[src/rtl/cpu_pipe_pkg.sv]
`default_nettype none
// ============================================================================
// Module   : cpu_pipe_pkg
// Purpose  : Types and constants shared by the fetch pipeline stages.
// Revision : 1.0 - initial release
// ============================================================================
package cpu_pipe_pkg;

  localparam int C_PC_W  = 32;
  localparam int C_LANES = 2;
  localparam int C_EXC_W = 8;

  // Packed exception bundle carried alongside every fetch bundle
  typedef logic [C_EXC_W-1:0] exc_t;

  // Full fetch bundle, for stages that prefer a single struct
  typedef struct packed {
    logic [C_PC_W-1:0]  pc;
    logic [C_LANES-1:0] mask;
    exc_t               exc;
  } fetch_bundle_t;

endpackage
`default_nettype wire

[src/rtl/if_skid_stage_if.sv]
`default_nettype none
// ============================================================================
// Module   : if_skid_stage_if
// Purpose  : Handshake and payload signals between PREIF, the skid stage
//            and IF. The stage uses the slave view, its environment the
//            master view.
// Revision : 1.0 - initial release
// ============================================================================
interface if_skid_stage_if
  import cpu_pipe_pkg::*;
#(
  parameter int PC_W  = C_PC_W,
  parameter int LANES = C_LANES,
  parameter int EXC_W = C_EXC_W,
  parameter int CNT_W = 16
);

  logic             flush;
  logic             in_valid;
  logic             in_ready;
  logic [PC_W-1:0]  in_pc;
  logic [LANES-1:0] in_mask;
  logic [EXC_W-1:0] in_exc;
  logic             out_valid;
  logic             out_ready;
  logic [PC_W-1:0]  out_pc;
  logic [LANES-1:0] out_mask;
  logic [EXC_W-1:0] out_exc;
  logic [CNT_W-1:0] stall_cnt;

  modport slave (
    input  flush, in_valid, in_pc, in_mask, in_exc, out_ready,
    output in_ready, out_valid, out_pc, out_mask, out_exc, stall_cnt
  );

  modport master (
    output flush, in_valid, in_pc, in_mask, in_exc, out_ready,
    input  in_ready, out_valid, out_pc, out_mask, out_exc, stall_cnt
  );

endinterface
`default_nettype wire

[src/rtl/pipe_slot.sv]
`default_nettype none
// ============================================================================
// Module   : pipe_slot
// Purpose  : One bundle register with valid bit, load enable and a
//            synchronous clear. An invalid slot always holds a zero payload.
// Revision : 1.0 - initial release
// ============================================================================
module pipe_slot
  import cpu_pipe_pkg::*;
#(
  parameter int PC_W  = C_PC_W,
  parameter int LANES = C_LANES,
  parameter int EXC_W = C_EXC_W
) (
  input  wire logic             clk,
  input  wire logic             rst,
  input  wire logic             i_clr,
  input  wire logic             i_load,
  input  wire logic             i_valid,
  input  wire logic [PC_W-1:0]  i_pc,
  input  wire logic [LANES-1:0] i_mask,
  input  wire logic [EXC_W-1:0] i_exc,
  output logic                  o_valid,
  output logic [PC_W-1:0]       o_pc,
  output logic [LANES-1:0]      o_mask,
  output logic [EXC_W-1:0]      o_exc
);

  // Capture on load; loading an invalid bundle zeroes the payload
  always_ff @(posedge clk) begin
    if (rst || i_clr) begin
      o_valid <= 1'b0;
      o_pc    <= '0;
      o_mask  <= '0;
      o_exc   <= '0;
    end else if (i_load) begin
      o_valid <= i_valid;
      o_pc    <= i_valid ? i_pc   : '0;
      o_mask  <= i_valid ? i_mask : '0;
      o_exc   <= i_valid ? i_exc  : '0;
    end
  end

endmodule
`default_nettype wire

[src/rtl/if_skid_stage.sv]
`default_nettype none
// ============================================================================
// Module   : if_skid_stage
// Purpose  : PREIF->IF pipeline register with valid/ready handshake, a
//            one-entry skid buffer, synchronous flush and a saturating
//            stall counter. in_ready is registered so IF/ID backpressure
//            never reaches PC selection combinationally.
// Revision : 1.0 - initial release
// ============================================================================
module if_skid_stage
  import cpu_pipe_pkg::*;
#(
  parameter int PC_W  = C_PC_W,
  parameter int LANES = C_LANES,
  parameter int EXC_W = C_EXC_W,
  parameter int CNT_W = 16
) (
  input  wire logic clk,
  input  wire logic rst,
  if_skid_stage_if.slave bus
);

  logic             w_main_v;
  logic [PC_W-1:0]  w_main_pc;
  logic [LANES-1:0] w_main_mask;
  logic [EXC_W-1:0] w_main_exc;
  logic             w_skid_v;
  logic [PC_W-1:0]  w_skid_pc;
  logic [LANES-1:0] w_skid_mask;
  logic [EXC_W-1:0] w_skid_exc;

  logic             r_in_ready;
  logic [CNT_W-1:0] r_stall_cnt;

  logic w_acc;
  logic w_cons;
  logic w_main_load;
  logic w_main_d_v;
  logic w_skid_load;
  logic w_full_nxt;

  // Handshake events; the state is just the pair (main valid, skid valid)
  assign w_acc  = bus.in_valid & r_in_ready;
  assign w_cons = w_main_v & bus.out_ready;

  // Main refills when empty and accepting, or whenever its bundle leaves.
  // Skid (if occupied) always comes first so ordering stays FIFO; with
  // nothing to refill from, main loads an invalid (zeroed) entry.
  assign w_main_load = (!w_main_v & w_acc) | w_cons;
  assign w_main_d_v  = w_skid_v | w_acc;

  // Skid captures only when main is occupied and stays so; it empties on
  // the consume that moves its bundle into main.
  assign w_skid_load = (w_main_v & !w_cons & w_acc) | (w_skid_v & w_cons);

  // Both slots valid after this edge
  assign w_full_nxt = w_main_v & !w_cons & (w_acc | w_skid_v);

  pipe_slot #(
    .PC_W  (PC_W),
    .LANES (LANES),
    .EXC_W (EXC_W)
  ) u_main (
    .clk     (clk),
    .rst     (rst),
    .i_clr   (bus.flush),
    .i_load  (w_main_load),
    .i_valid (w_main_d_v),
    .i_pc    (w_skid_v ? w_skid_pc   : bus.in_pc),
    .i_mask  (w_skid_v ? w_skid_mask : bus.in_mask),
    .i_exc   (w_skid_v ? w_skid_exc  : bus.in_exc),
    .o_valid (w_main_v),
    .o_pc    (w_main_pc),
    .o_mask  (w_main_mask),
    .o_exc   (w_main_exc)
  );

  pipe_slot #(
    .PC_W  (PC_W),
    .LANES (LANES),
    .EXC_W (EXC_W)
  ) u_skid (
    .clk     (clk),
    .rst     (rst),
    .i_clr   (bus.flush),
    .i_load  (w_skid_load),
    .i_valid (!w_skid_v),
    .i_pc    (bus.in_pc),
    .i_mask  (bus.in_mask),
    .i_exc   (bus.in_exc),
    .o_valid (w_skid_v),
    .o_pc    (w_skid_pc),
    .o_mask  (w_skid_mask),
    .o_exc   (w_skid_exc)
  );

  // Ready for the next cycle: low only while both slots are occupied
  always_ff @(posedge clk) begin
    if (rst || bus.flush) begin
      r_in_ready <= 1'b1;
    end else begin
      r_in_ready <= !w_full_nxt;
    end
  end

  // Saturating count of stalled output cycles; flush leaves it alone
  always_ff @(posedge clk) begin
    if (rst) begin
      r_stall_cnt <= '0;
    end else if (w_main_v && !bus.out_ready && (r_stall_cnt != {CNT_W{1'b1}})) begin
      r_stall_cnt <= r_stall_cnt + CNT_W'(1);
    end
  end

  assign bus.in_ready  = r_in_ready;
  assign bus.out_valid = w_main_v;
  assign bus.out_pc    = w_main_pc;
  assign bus.out_mask  = w_main_mask;
  assign bus.out_exc   = w_main_exc;
  assign bus.stall_cnt = r_stall_cnt;

endmodule
`default_nettype wire

[src/flat_wrapper.sv]
// flat-port wrapper written by rule: the top's interface ports become plain ports
module if_skid_stage_flat import cpu_pipe_pkg::*;
#(
  parameter int PC_W  = C_PC_W,
  parameter int LANES = C_LANES,
  parameter int EXC_W = C_EXC_W,
  parameter int CNT_W = 16
)
  (clk, rst, bus_flush, bus_in_valid, bus_in_pc, bus_in_mask, bus_in_exc, bus_out_ready, bus_in_ready, bus_out_valid, bus_out_pc, bus_out_mask, bus_out_exc, bus_stall_cnt);
  if_skid_stage_if #(.PC_W(PC_W), .LANES(LANES), .EXC_W(EXC_W), .CNT_W(CNT_W)) bus_i ();
  input  wire logic clk;
  input  wire logic rst;
  input wire logic [$bits(bus_i.flush)-1:0] bus_flush;
  input wire logic [$bits(bus_i.in_valid)-1:0] bus_in_valid;
  input wire logic [$bits(bus_i.in_pc)-1:0] bus_in_pc;
  input wire logic [$bits(bus_i.in_mask)-1:0] bus_in_mask;
  input wire logic [$bits(bus_i.in_exc)-1:0] bus_in_exc;
  input wire logic [$bits(bus_i.out_ready)-1:0] bus_out_ready;
  output wire logic [$bits(bus_i.in_ready)-1:0] bus_in_ready;
  output wire logic [$bits(bus_i.out_valid)-1:0] bus_out_valid;
  output wire logic [$bits(bus_i.out_pc)-1:0] bus_out_pc;
  output wire logic [$bits(bus_i.out_mask)-1:0] bus_out_mask;
  output wire logic [$bits(bus_i.out_exc)-1:0] bus_out_exc;
  output wire logic [$bits(bus_i.stall_cnt)-1:0] bus_stall_cnt;
  assign bus_i.flush = bus_flush;
  assign bus_i.in_valid = bus_in_valid;
  assign bus_i.in_pc = bus_in_pc;
  assign bus_i.in_mask = bus_in_mask;
  assign bus_i.in_exc = bus_in_exc;
  assign bus_i.out_ready = bus_out_ready;
  assign bus_in_ready = bus_i.in_ready;
  assign bus_out_valid = bus_i.out_valid;
  assign bus_out_pc = bus_i.out_pc;
  assign bus_out_mask = bus_i.out_mask;
  assign bus_out_exc = bus_i.out_exc;
  assign bus_stall_cnt = bus_i.stall_cnt;
  if_skid_stage #(.PC_W(PC_W), .LANES(LANES), .EXC_W(EXC_W), .CNT_W(CNT_W)) u_core (.clk(clk), .rst(rst), .bus(bus_i));
endmodule
[config.mk]
export PLATFORM = sky130hd
export DESIGN_NAME = if_skid_stage_flat
export DESIGN_NICKNAME = d
export VERILOG_FILES = /design/src/rtl/cpu_pipe_pkg.sv /design/src/rtl/if_skid_stage_if.sv /design/src/rtl/pipe_slot.sv /design/src/rtl/if_skid_stage.sv /design/src/flat_wrapper.sv
export SDC_FILE = /design/constraint.sdc
export NUM_CORES = 1
export LEC_CHECK = 0
export CAP_MARGIN = 20
export CORE_ASPECT_RATIO = 0.8
export CORE_MARGIN = 2
export CORE_UTILIZATION = 45
export DETAILED_ROUTE_END_ITERATION = 7
export MAX_ROUTING_LAYER = met4
export PLACE_DENSITY = 0.75
export SYNTH_ARGS = -nofsm -noshare
export SYNTH_HDL_FRONTEND = slang
export SYNTH_SLANG_ARGS = --single-unit
[constraint.sdc]
create_clock -name clk -period 1.8 [get_ports clk]
set_clock_uncertainty 0.1 [all_clocks]
set_input_delay 0.45 -clock clk [delete_from_list [all_inputs] [get_ports clk]]
set_output_delay 0.45 -clock clk [all_outputs]
set_load 0.05 [all_outputs]
; Yosys cells after proc, flatten, opt, wreduce, memory -nomap -nowiden
; Cells that the tools add are included.
[op_classes]
addsub = 1
n_mul = 0
div = 0
n_lt_le_gt_ge = 0
n_eq_ne = 1
n_shift = 0
mux = 9
bitwise = 10
reduce_logical = 8
[op_table]
columns = op, count
row1 = $mux W32, 3
row2 = $mux W8, 3
row3 = $add A16 B1 Y16 const B, 1
row4 = $ne A16 B16 Y1 const B, 1
row5 = $and A1 B1 Y1, 7
row6 = $mux W2, 3
row7 = $logic_not A1 Y1, 5
row8 = $or A1 B1 Y1, 3
row9 = $logic_and A1 B1 Y1, 2
row10 = $logic_or A1 B1 Y1, 1
[word_totals]
ff_bits = 103
latchBits = 0
mem_bits_rw = 0
mem_bits_ro = 0
in_bits = 47
wordCells = 39
mem_count = 0

; Longest topological paths before layout
; Gate-level depths: netlist (run 1).
[logic_depth]
depth_word = 5
ltp_mapped = 7
ltp_nobuf = 5

; Modules after synthesis
; From an unflattened synthesis (run 1), not the netlist that was laid out.
[hier_totals]
hier_cells = 536
area_unflattened_um2 = 5147.4
[by_module_without_submodules]
columns = module, instances, cells_each, area_per_inst_um2
row1 = pipe_slot, 2, 191, 1879.3
row2 = if_skid_stage, 1, 154, 1388.8

; Worst setup path before layout (run 1)
; No wires, ideal clock.
[synth_timing]
path_kind = flip-flop to flip-flop
startpoint = register u_core.r_stall_cnt[0] (netlist: u_core.bus.stall_cnt[0])
endpoint = register u_core.r_stall_cnt[3] (netlist: u_core.bus.stall_cnt[3])
arrival_time_ps = 1857
setup_slack_ps = -278
stages_incl_launch_ff = 7
path_cell_list = dfxtp_1 -> ha_1 -> and3_1 -> and2_1 -> buf_2 -> a211oi_1 -> mux2_2
[synth_via]
elab_chain_len = 2
elab_cells_between_ends = 3
cone_classes = add/sub: 1 / eq/ne: 1 / reduce/logical: 1
[synth_rtl]
columns = element, line_no
row1 = "start, declared", if_skid_stage.sv:33  ; logic [CNT_W-1:0] r_stall_cnt;
row2 = "start signal, assigned", if_skid_stage.sv:111  ; r_stall_cnt <= r_stall_cnt + CNT_W'(1);
row3 = branches (longest 2 deep; another with $add A16 B1 Y16), n/a
; Parallel ways; which one is timed is not known.
; A chain may end at the register's enable or synchronous reset.

; Worst setup path in the final report (run 1)
[layout_timing]
startpoint = input port bus_out_ready
endpoint = register u_core.u_main.o_pc[29]
[layout_via]
elab_chain_len = 2
[layout_rtl]
columns = element, line_no
row1 = "start, declared", flat_wrapper.sv:18  ; input wire logic [$bits(bus_i.out_ready)-1:0] bus_out_ready;
row2 = $and A1 B1 Y1, if_skid_stage.sv:44  ; assign w_cons = w_main_v & bus.out_ready;
row3 = $or A1 B1 Y1, if_skid_stage.sv:49  ; assign w_main_load = (!w_main_v & w_acc) | w_cons;
row4 = "end signal, assigned", pipe_slot.sv:38  ; o_pc <= i_valid ? i_pc : '0;
row5 = "end, declared", pipe_slot.sv:24  ; output logic [PC_W-1:0] o_pc,
; Every way passes these cells.

==> results.json, run 1 <==
{
  "syn_to_final_growth_pct": 42.6,
  "finalNetCount": 667,
  "synth_top_family_by_area": "simple AND/OR/NAND/NOR gates",
  "p_leak_nw": 2.22,
  "synth_nets": 553,
  "cts_buffer_depth": 2,
  "crit_required_ns": 1.97,
  "start_util_pct": 46.7,
  "yosysWarnings": 0,
  "crit_slowest_cell": "dlygate4sd2_1",
  "ctsHtreeMaxLevel": 3,
  "drt_iter0_markers": 230,
  "grt_pass1_vias": 3974,
  "fill_cells": 779,
  "diodes": 0,
  "die_area_mm2": 0.0109,
  "layoutNonFillerInstCount": 759,
  "yosys-top-cells-area": "dfxtp_1, mux2i_1, a32oi_1",
  "ys_seq_elements": 103,
  "vias_per_cell": 5.59,
  "synth.top_cell.area_share_pct": 45.6,
  "multi_input_area_mm2": 0.00234,
  "synthXorXnorAreaFrac_pct": 0,
  "grt_pass1_wl_um": 19600,
  "antenna_found_initial": 0,
  "coreArea_mm2": 0.00969,
  "cts.sinks": 103,
  "gp_congestion": 0.851,
  "layout-drive-gt1-share_pct": 25.7,
  "synth_fa_ha_area_share_pct": 0.277,
  "die_h_um": 93.7,
  "drc_errors": 0,
  "clkTransAtPathRegs_ns": 0.07,
  "synth-simple-area-share_pct": 20.3,
  "r2r_slack_ns": 0.09,
  "crit_fanout": 30,
  "post_dp_cell_area_mm2": 0.00609,
  "report.final.hold_viol_count": 0,
  "worst_pin_slew_ns": 0.633,
  "rsz0062_at_grt": "false",
  "wl_um": 12200,
  "maxSlewHeadroom_pct": 57.8,
  "status": "completed",
  "ant_nets": 0,
  "min_period_over_period_pct": 96.3,
  "startpoint_type": "input port",
  "synth.area.mux_share_pct": 11.6,
  "fp.dieW_um": 116,
  "cts_root_buf": "clkbuf_16",
  "wl_per_cell_um": 16.0,
  "p_per_area_mw_per_mm2": 743,
  "synth_area_mm2": 0.00452,
  "synth_top_area_cell": "dfxtp_1",
  "ys_seq_area_share_pct": 45.6,
  "cts_hold_buf": 0,
  "seq_area_mm2": 0.00209,
  "crit_path_end_kind": "flop",
  "insertion_delay_ns": 0.34,
  "layout_common_cells": "dfxtp_1, buf_4, nor2_1, nand2_1, a21oi_1",
  "place.detailed.hpwl_um": 8140,
  "synth_area_per_cell_um2": 8.95,
  "final_common_cell": "dfxtp_1",
  "synth_cell_types": 45,
  "path_cells": "dlygate4sd2_1 > inv_2 > mux2_4 > buf_12 > or3_1 > a21oi_1",
  "critPathKind": "in2reg",
  "tritoncts": "yes",
  "crit_arrival_ns": 1.90,
  "drv_slew": 0,
  "grt-ovfl-total": 0,
  "num_vias": 4241,
  "max_cap_viol_count": 0,
  "grt_max_degree": 87,
  "path_buf_inv": 3,
  "fmax_mhz": 577,
  "utilization_pct": 66.6,
  "hp-class": "reg2reg",
  "synth_compound_area_share_pct": 17.3,
  "ir_worst_vdd_mv": 0.535,
  "final_area_mm2": 0.00645,
  "dpl.cell_count": 743,
  "track_usage_pct": 23.5,
  "numCtsBuffers": 9,
  "io_pins": 107,
  "io_buffers": 106,
  "crit_family": "buffers and inverters",
  "synth_cells": 505,
  "cpPeakStageDelay_ns": 0.37,
  "first_pass_iters": 4,
  "fin_crit_ns": 1.73,
  "rows": 32,
  "finalSetupViolCount": 0
}
## layer usage
metal,GRT usage (%),share of wire (%),vias to the layer above
met5,-,0,-
met4,7.44,1.7,0
met3,5.23,5.5,18
met2,37.4,49,132
met1,30.0,43,2029
li1,-,-,2062
## registers in the layout, summed over array words and instances (netlist names)
signal	count
u_core.bus.in_ready	1
u_core.u_main.o_exc	8
u_core.u_main.o_mask	2
u_core.u_skid.o_pc	32
u_core.u_main.o_valid	1
u_core.u_skid.o_mask	2
u_core.u_skid.o_valid	1
u_core.u_skid.o_exc	8
u_core.bus.stall_cnt	16
u_core.u_main.o_pc	32
## layout make-up
class	instances	area share, %
clock buffer	12	3.98
sequential	103	32.4
multi-input combinational	351	36.3
timing repair buffer	146	23.5
tap	136	2.64
clock inverter	3	0.660
inverter	8	0.466
## synthesized netlist by cell type (all sizes together)
cell type  count
and2           2
a31o           1
a21boi         1
o2111ai        2
nand2         50
and4b          3
nor2b          5
mux2           7
nand3b         1
clkinv         1
nand3          5
nand4          3
inv            7
or4            2
o31ai          1
dfxtp        103
buf           12
and2b          1
o41ai          2
or3           42
and3           2
a211oi         7
a311oi         1
o21ai          2
nor3           3
a32oi         42
mux2i         44
o21bai         1
clkbuf        32
and4           2
or2            1
ha             1
nor4           3
or3b           1
nor2          55
a21oi         50
a31oi          3
nand2b         4
## report_power, final
part	switching [mW]	total (mW)	leakage, nW	internal [mW]
logic	0.287	0.520	1.24	0.234
registers	0.0194	2.32	0.841	2.30
clock network	0.806	1.95	0.145	1.14
## final timing paths
check                           cells past startpoint                       to                     from
worst max-delay path                                6   u_core.u_main.o_pc[29]            bus_out_ready
worst min-delay path                                2    u_core.u_main.o_pc[2]    u_core.u_main.o_pc[2]
worst max register to register                      5  u_core.bus.stall_cnt[3]  u_core.bus.stall_cnt[0]
worst min register to register                      2    u_core.u_main.o_pc[2]    u_core.u_main.o_pc[2]
## kinds of logic after synthesis
| logic type | Yosys count |
|---|---|
| and+or+nand+nor | 185 |
| AOI/OAI and AO/OA | 113 |
| DFF | 103 |
| buffers and inverters | 52 |
| muxes | 51 |
| adders and majority gates | 1 |
## metrics by stage
stage / setup TNS (ns) / setup WS (ns) / hold WS, ns / power (mW)
3_3_place_gp: -44.01 / -0.542 / 0.340 / 2.88
4_1_cts: -0.0357 / -0.0157 / 0.354 / 4.82
2_1_floorplan: -0.0814 / -0.0408 / 0.354 / 2.64
3_5_place_dp: -47.05 / -0.608 / 0.345 / 2.89
6_report: 0 / 0.0666 / 0.355 / 4.79
5_1_grt: 0 / 0.00271 / 0.370 / 4.96
## repair_timing
action                                 in CTS  in global routing
setup buffers                               0                  0
endpoints found under the hold margin       0                  0
gates resized for setup                     5                 10
pin swaps                                   2                  0
setup endpoints to repair                  95                 82
cloned                                      1                  0
## tightest hold or removal path, delay by kind of cell (launching register included)
kind	cells	cell delay, ns
flip-flops	1	0.31
AND/OR/NAND/NOR	1	0.05
AO/OA/AOI/OAI	1	0.05
Note: power is estimated with default switching activity, not from simulation.
==> inputs of run 2 (changes only) <==
DONT_BUFFER_PORTS = 1   (was default)
PLACE_DENSITY = 0.61   (was 0.75)
==> run 2 against run 1 <==
Cell count decreased by 14%. Critical path type is now reg2reg. Largest cell class unchanged. Die area unchanged. Utilization decreased by 11 points.
==> results.json, run 2 (same netlist as run 1, synthesis figures left out) <==
{
  "status": "completed",
  "layout-drive-gt1-share_pct": 18.9,
  "drt_iter0_markers": 253,
  "top_layer": "met4",
  "finalNetCount": 561,
  "crit_arrival_ns": 1.88,
  "fin_crit_ns": 1.75,
  "syn_to_final_growth_pct": 18.1,
  "p_per_area_mw_per_mm2": 884,
  "insertion_delay_ns": 0.34,
  "critPathKind": "reg2reg",
  "start_util_pct": 46.7,
  "path_buf_inv": 1,
  "fmax_mhz": 571,
  "max_cap_viol_count": 0,
  "place.detailed.hpwl_um": 7410,
  "clkTransAtPathRegs_ns": 0.07,
  "hp-class": "in2reg",
  "io_buffers": 0,
  "final_area_mm2": 0.00534,
  "finalSetupViolCount": 0,
  "die_h_um": 93.7,
  "die_area_mm2": 0.0109,
  "crit_family": "simple AND/OR/NAND/NOR gates",
  "hold-worst-slack_ns": 0.0673,
  "startpoint_type": "flop",
  "post_dp_cell_area_mm2": 0.00499,
  "gp_congestion": 0.855,
  "hold_start": "rst",
  "setup_ws_ns": 0.0489,
  "path_cells": "buf_4 > and4b_1 > nand2_1 > a211oi_1 > mux2_2",
  "cts_buffer_depth": 2,
  "drc_errors": 0,
  "wl_um": 11400,
  "ir_worst_vdd_mv": 0.662,
  "ant_nets": 0,
  "grt_pass1_vias": 3551,
  "crit_fanout": 5,
  "met2_length_um": 5070,
  "drv_slew": 0,
  "worst_pin_slew_ns": 0.560,
  "cts_root_buf": "clkbuf_16",
  "diodes": 0,
  "fp.dieW_um": 116,
  "coreArea_mm2": 0.00969,
  "crit_required_ns": 1.93,
  "startpoint": "u_core.bus.stall_cnt[0]",
  "numCtsBuffers": 9,
  "rows": 32,
  "r2r-start": "u_core.bus.stall_cnt[0]",
  "wl_met1_um": 5090,
  "maxSlewHeadroom_pct": 62.6,
  "num_vias": 3771,
  "min_period_over_period_pct": 97.3,
  "layout_common_cells": "dfxtp_1, nor2_1, nand2_1, a21oi_1, mux2i_1",
  "final_common_cell": "dfxtp_1",
  "grt-ovfl-total": 0,
  "dr_wl_met3_um": 1120,
  "io_pins": 107,
  "report.final.hold_viol_count": 0,
  "utilization_pct": 55.1,
  "dp_slack_ns": -0.0569,
  "track_usage_pct": 22.0,
  "first_pass_iters": 5,
  "vias_per_cell": 5.77,
  "crit_path_end_kind": "flop",
  "wl_per_cell_um": 17.4,
  "grt_max_degree": 87,
  "crit_slowest_cell": "dfxtp_4",
  "ctsHtreeMaxLevel": 3,
  "cts.sinks": 103,
  "grt_pass1_wl_um": 18500,
  "p_leak_nw": 1.72,
  "antenna_found_initial": 0,
  "tritoncts": "yes",
  "cpPeakStageDelay_ns": 0.36
}
## run 2: timing repair
action,4_1_cts,5_1_grt
resized for setup,2,5
buffers inserted,0,0
hold buffers,0,0
endpoints found under the setup margin,3,4
pin swaps,0,1
## run 2: where the power goes
group | total (mW) | leakage (nW) | switching (mW) | internal [mW]
logic | 0.274 | 0.725 | 0.157 | 0.117
registers | 2.40 | 0.841 | 0.0942 | 2.30
clock network | 2.05 | 0.150 | 0.846 | 1.20
total | 4.72 | 1.72 | 1.10 | 3.63
## run 2: per-layer routing
layer  GRT usage [%]  vias to the layer above
met5               -                        -
met4            5.56                        0
met3            8.26                       10
met2            32.6                      125
met1            28.7                     1773
li1                -                     1863
## run 2: area by class of cell
cell class,instances,area (µm²)
Timing Repair Buffer,41,424
Fill cell,899,4350
Multi-Input combinational cell,350,2300
Clock buffer,11,264
Tap cell,136,170
Clock inverter,5,61.3
Sequential cell,103,2090
Inverter,8,30.0
## run 2: per-stage QoR
step	setup TNS, ns	instances	power (mW)
after floorplan	-0.0814	505	2.64
final	0	654	4.72
after CTS	0	654	4.78
after global placement	0	638	2.72
after detailed placement	-0.0569	638	2.72
after global routing	-0.00382	654	4.92
## run 2: final timing paths
kind,endpoint,slack (ns),depth (start not counted)
worst min register to register,u_core.u_skid.o_pc[4],0.39,2
worst max-delay path,u_core.bus.stall_cnt[7],0.05,5
worst min-delay path,u_core.bus.stall_cnt[11],0.07,1
worst max register to register,u_core.bus.stall_cnt[7],0.05,5
==> inputs of run 3 (changes only) <==
ABC_AREA = 0   (was default)
RECOVER_POWER = 50   (was default)
==> run 3 against run 2 <==
Largest power group unchanged. Count of clock-buffer cells in the layout unchanged. Sequential power about the same. Utilization decreased by 0.52 points. Cell count unchanged. Hold slack got worse by 0.0016 ns. Register-to-register slack about the same. Wire length decreased by 0.12%. Global-route usage unchanged. Critical path type unchanged.
==> results.json, run 3 (same netlist as run 1, synthesis figures left out) <==
{
  "dp_slack_ns": -0.0569,
  "final_area_mm2": 0.00529,
  "die_area_mm2": 0.0109,
  "seq_area_mm2": 0.00209,
  "fmax_mhz": 572,
  "grt_pass1_vias": 3551,
  "grt_max_degree": 87,
  "crit_path_end_kind": "flop",
  "status": "completed",
  "maxSlewHeadroom_pct": 62.8,
  "cts_root_buf": "clkbuf_16",
  "worst_pin_slew_ns": 0.558,
  "wl_um": 11400,
  "finalSetupTns_ns": 0,
  "ctsHtreeMaxLevel": 3,
  "crit_family": "flip-flops",
  "report.final.hold_viol_count": 0,
  "layout_common_cells": "dfxtp_1, nor2_1, nand2_1, a21oi_1, mux2i_1",
  "post-cts-setup-buffers": 0,
  "finalSetupViolCount": 0,
  "hold_start": "rst",
  "crit_arrival_ns": 1.88,
  "path_buf_inv": 1,
  "utilization_pct": 54.6,
  "min_period_over_period_pct": 97.1,
  "timing.rr.end": "u_core.bus.stall_cnt[7]",
  "start_util_pct": 46.7,
  "hp-class": "in2reg",
  "fill_cells": 905,
  "io_pins": 107,
  "gp_congestion": 0.855,
  "p_leak_nw": 1.70,
  "setup_ws_ns": 0.0523,
  "cts_buffer_depth": 2,
  "crit_slowest_cell": "dfxtp_4",
  "cts.sinks": 103,
  "startpoint_type": "flop",
  "drc_errors": 0,
  "holdPathStages": 1,
  "rows": 32,
  "num_vias": 3733,
  "wl_per_cell_um": 17.4,
  "insertion_delay_ns": 0.34,
  "ir_worst_vdd_mv": 0.660,
  "place.detailed.hpwl_um": 7410,
  "track_usage_pct": 22.0,
  "syn_to_final_growth_pct": 17.0,
  "vias_per_cell": 5.71,
  "grt-ovfl-total": 0,
  "drt_iter0_markers": 219,
  "r2r_slack_ns": 0.05,
  "io_buffers": 0,
  "finalNetCount": 561,
  "r2r_cells": 5,
  "r2r-start": "u_core.bus.stall_cnt[0]",
  "hold-worst-slack_ns": 0.0657,
  "die_h_um": 93.7,
  "path_cells": "buf_4 > and4b_1 > nand2_1 > a211oi_1 > mux2_2",
  "crit_required_ns": 1.93,
  "critPathKind": "reg2reg",
  "fin_crit_ns": 1.75,
  "post_dp_cell_area_mm2": 0.00499,
  "first_pass_iters": 4,
  "max_cap_viol_count": 0,
  "grt_pass1_wl_um": 18500,
  "diodes": 0,
  "crit_fanout": 5,
  "layout-drive-gt1-share_pct": 18.5,
  "cts_hold_buf": 0,
  "drv_slew": 0,
  "ant_nets": 0,
  "cpPeakStageDelay_ns": 0.36,
  "numCtsBuffers": 9,
  "coreArea_mm2": 0.00969,
  "antenna_found_initial": 0,
  "worstHoldEndpoint": "u_core.bus.stall_cnt[11]",
  "tritoncts": "yes",
  "clkTransAtPathRegs_ns": 0.07,
  "p_per_area_mw_per_mm2": 891,
  "fp.dieW_um": 116,
  "final_common_cell": "dfxtp_1",
  "multi_input_area_mm2": 0.00230
}
[run 3: report_power, final]
group,switching (mW),internal (mW),total [mW]
clock network,0.845,1.20,2.05
logic,0.156,0.113,0.269
registers,0.0941,2.30,2.40
total,1.09,3.62,4.72
[run 3: area by class of cell]
cell class / instances / area share, %
Multi-Input combinational cell: 350 / 43.5
Sequential cell: 103 / 39.5
Timing Repair Buffer: 41 / 7.12
Clock buffer: 11 / 4.99
Tap cell: 136 / 3.22
Clock inverter: 5 / 1.16
Inverter: 8 / 0.568
[run 3: worst max path at each step]
stage                                        from                  endpoint  slack, ns  depth (start not counted)
after global routing      u_core.bus.stall_cnt[0]   u_core.bus.stall_cnt[7]     -0.004                          5
after global placement    u_core.bus.stall_cnt[0]  u_core.bus.stall_cnt[11]      0.008                          6
final                     u_core.bus.stall_cnt[0]   u_core.bus.stall_cnt[7]       0.05                          5
after detailed placement  u_core.bus.stall_cnt[0]  u_core.bus.stall_cnt[11]      -0.06                          6
after CTS                 u_core.bus.stall_cnt[0]  u_core.bus.stall_cnt[11]       0.03                          6
after floorplan           u_core.bus.stall_cnt[0]   u_core.bus.stall_cnt[3]      -0.04                          6
[run 3: repair_timing]
action,CTS,global route
setup endpoints to repair,3,4
hold endpoints to repair,0,0
resized for setup,2,5
pin swaps,0,1
[run 3: per-layer routing]
layer  vias up  global-route usage [%]  wire length (µm)
met5         -                       -                 0
met4         0                    5.56                95
met3        10                    8.26              1040
met2       106                    32.6              5120
met1      1745                    28.7              5110
li1       1872                       -                 -
[run 3: worst register-to-register path: stages, from the launching register on]
cell      delay [ns]
dfxtp_4         0.36
buf_4           0.22
and4b_1         0.28
nand2_1         0.09
a211oi_1        0.24
mux2_2          0.36
[run 3: per-stage QoR]
step                instances  power, mW
global route              654       4.92
finish                    654       4.72
global placement          638       2.72
floorplan                 505       2.64
CTS                       654       4.78
detailed placement        638       2.72
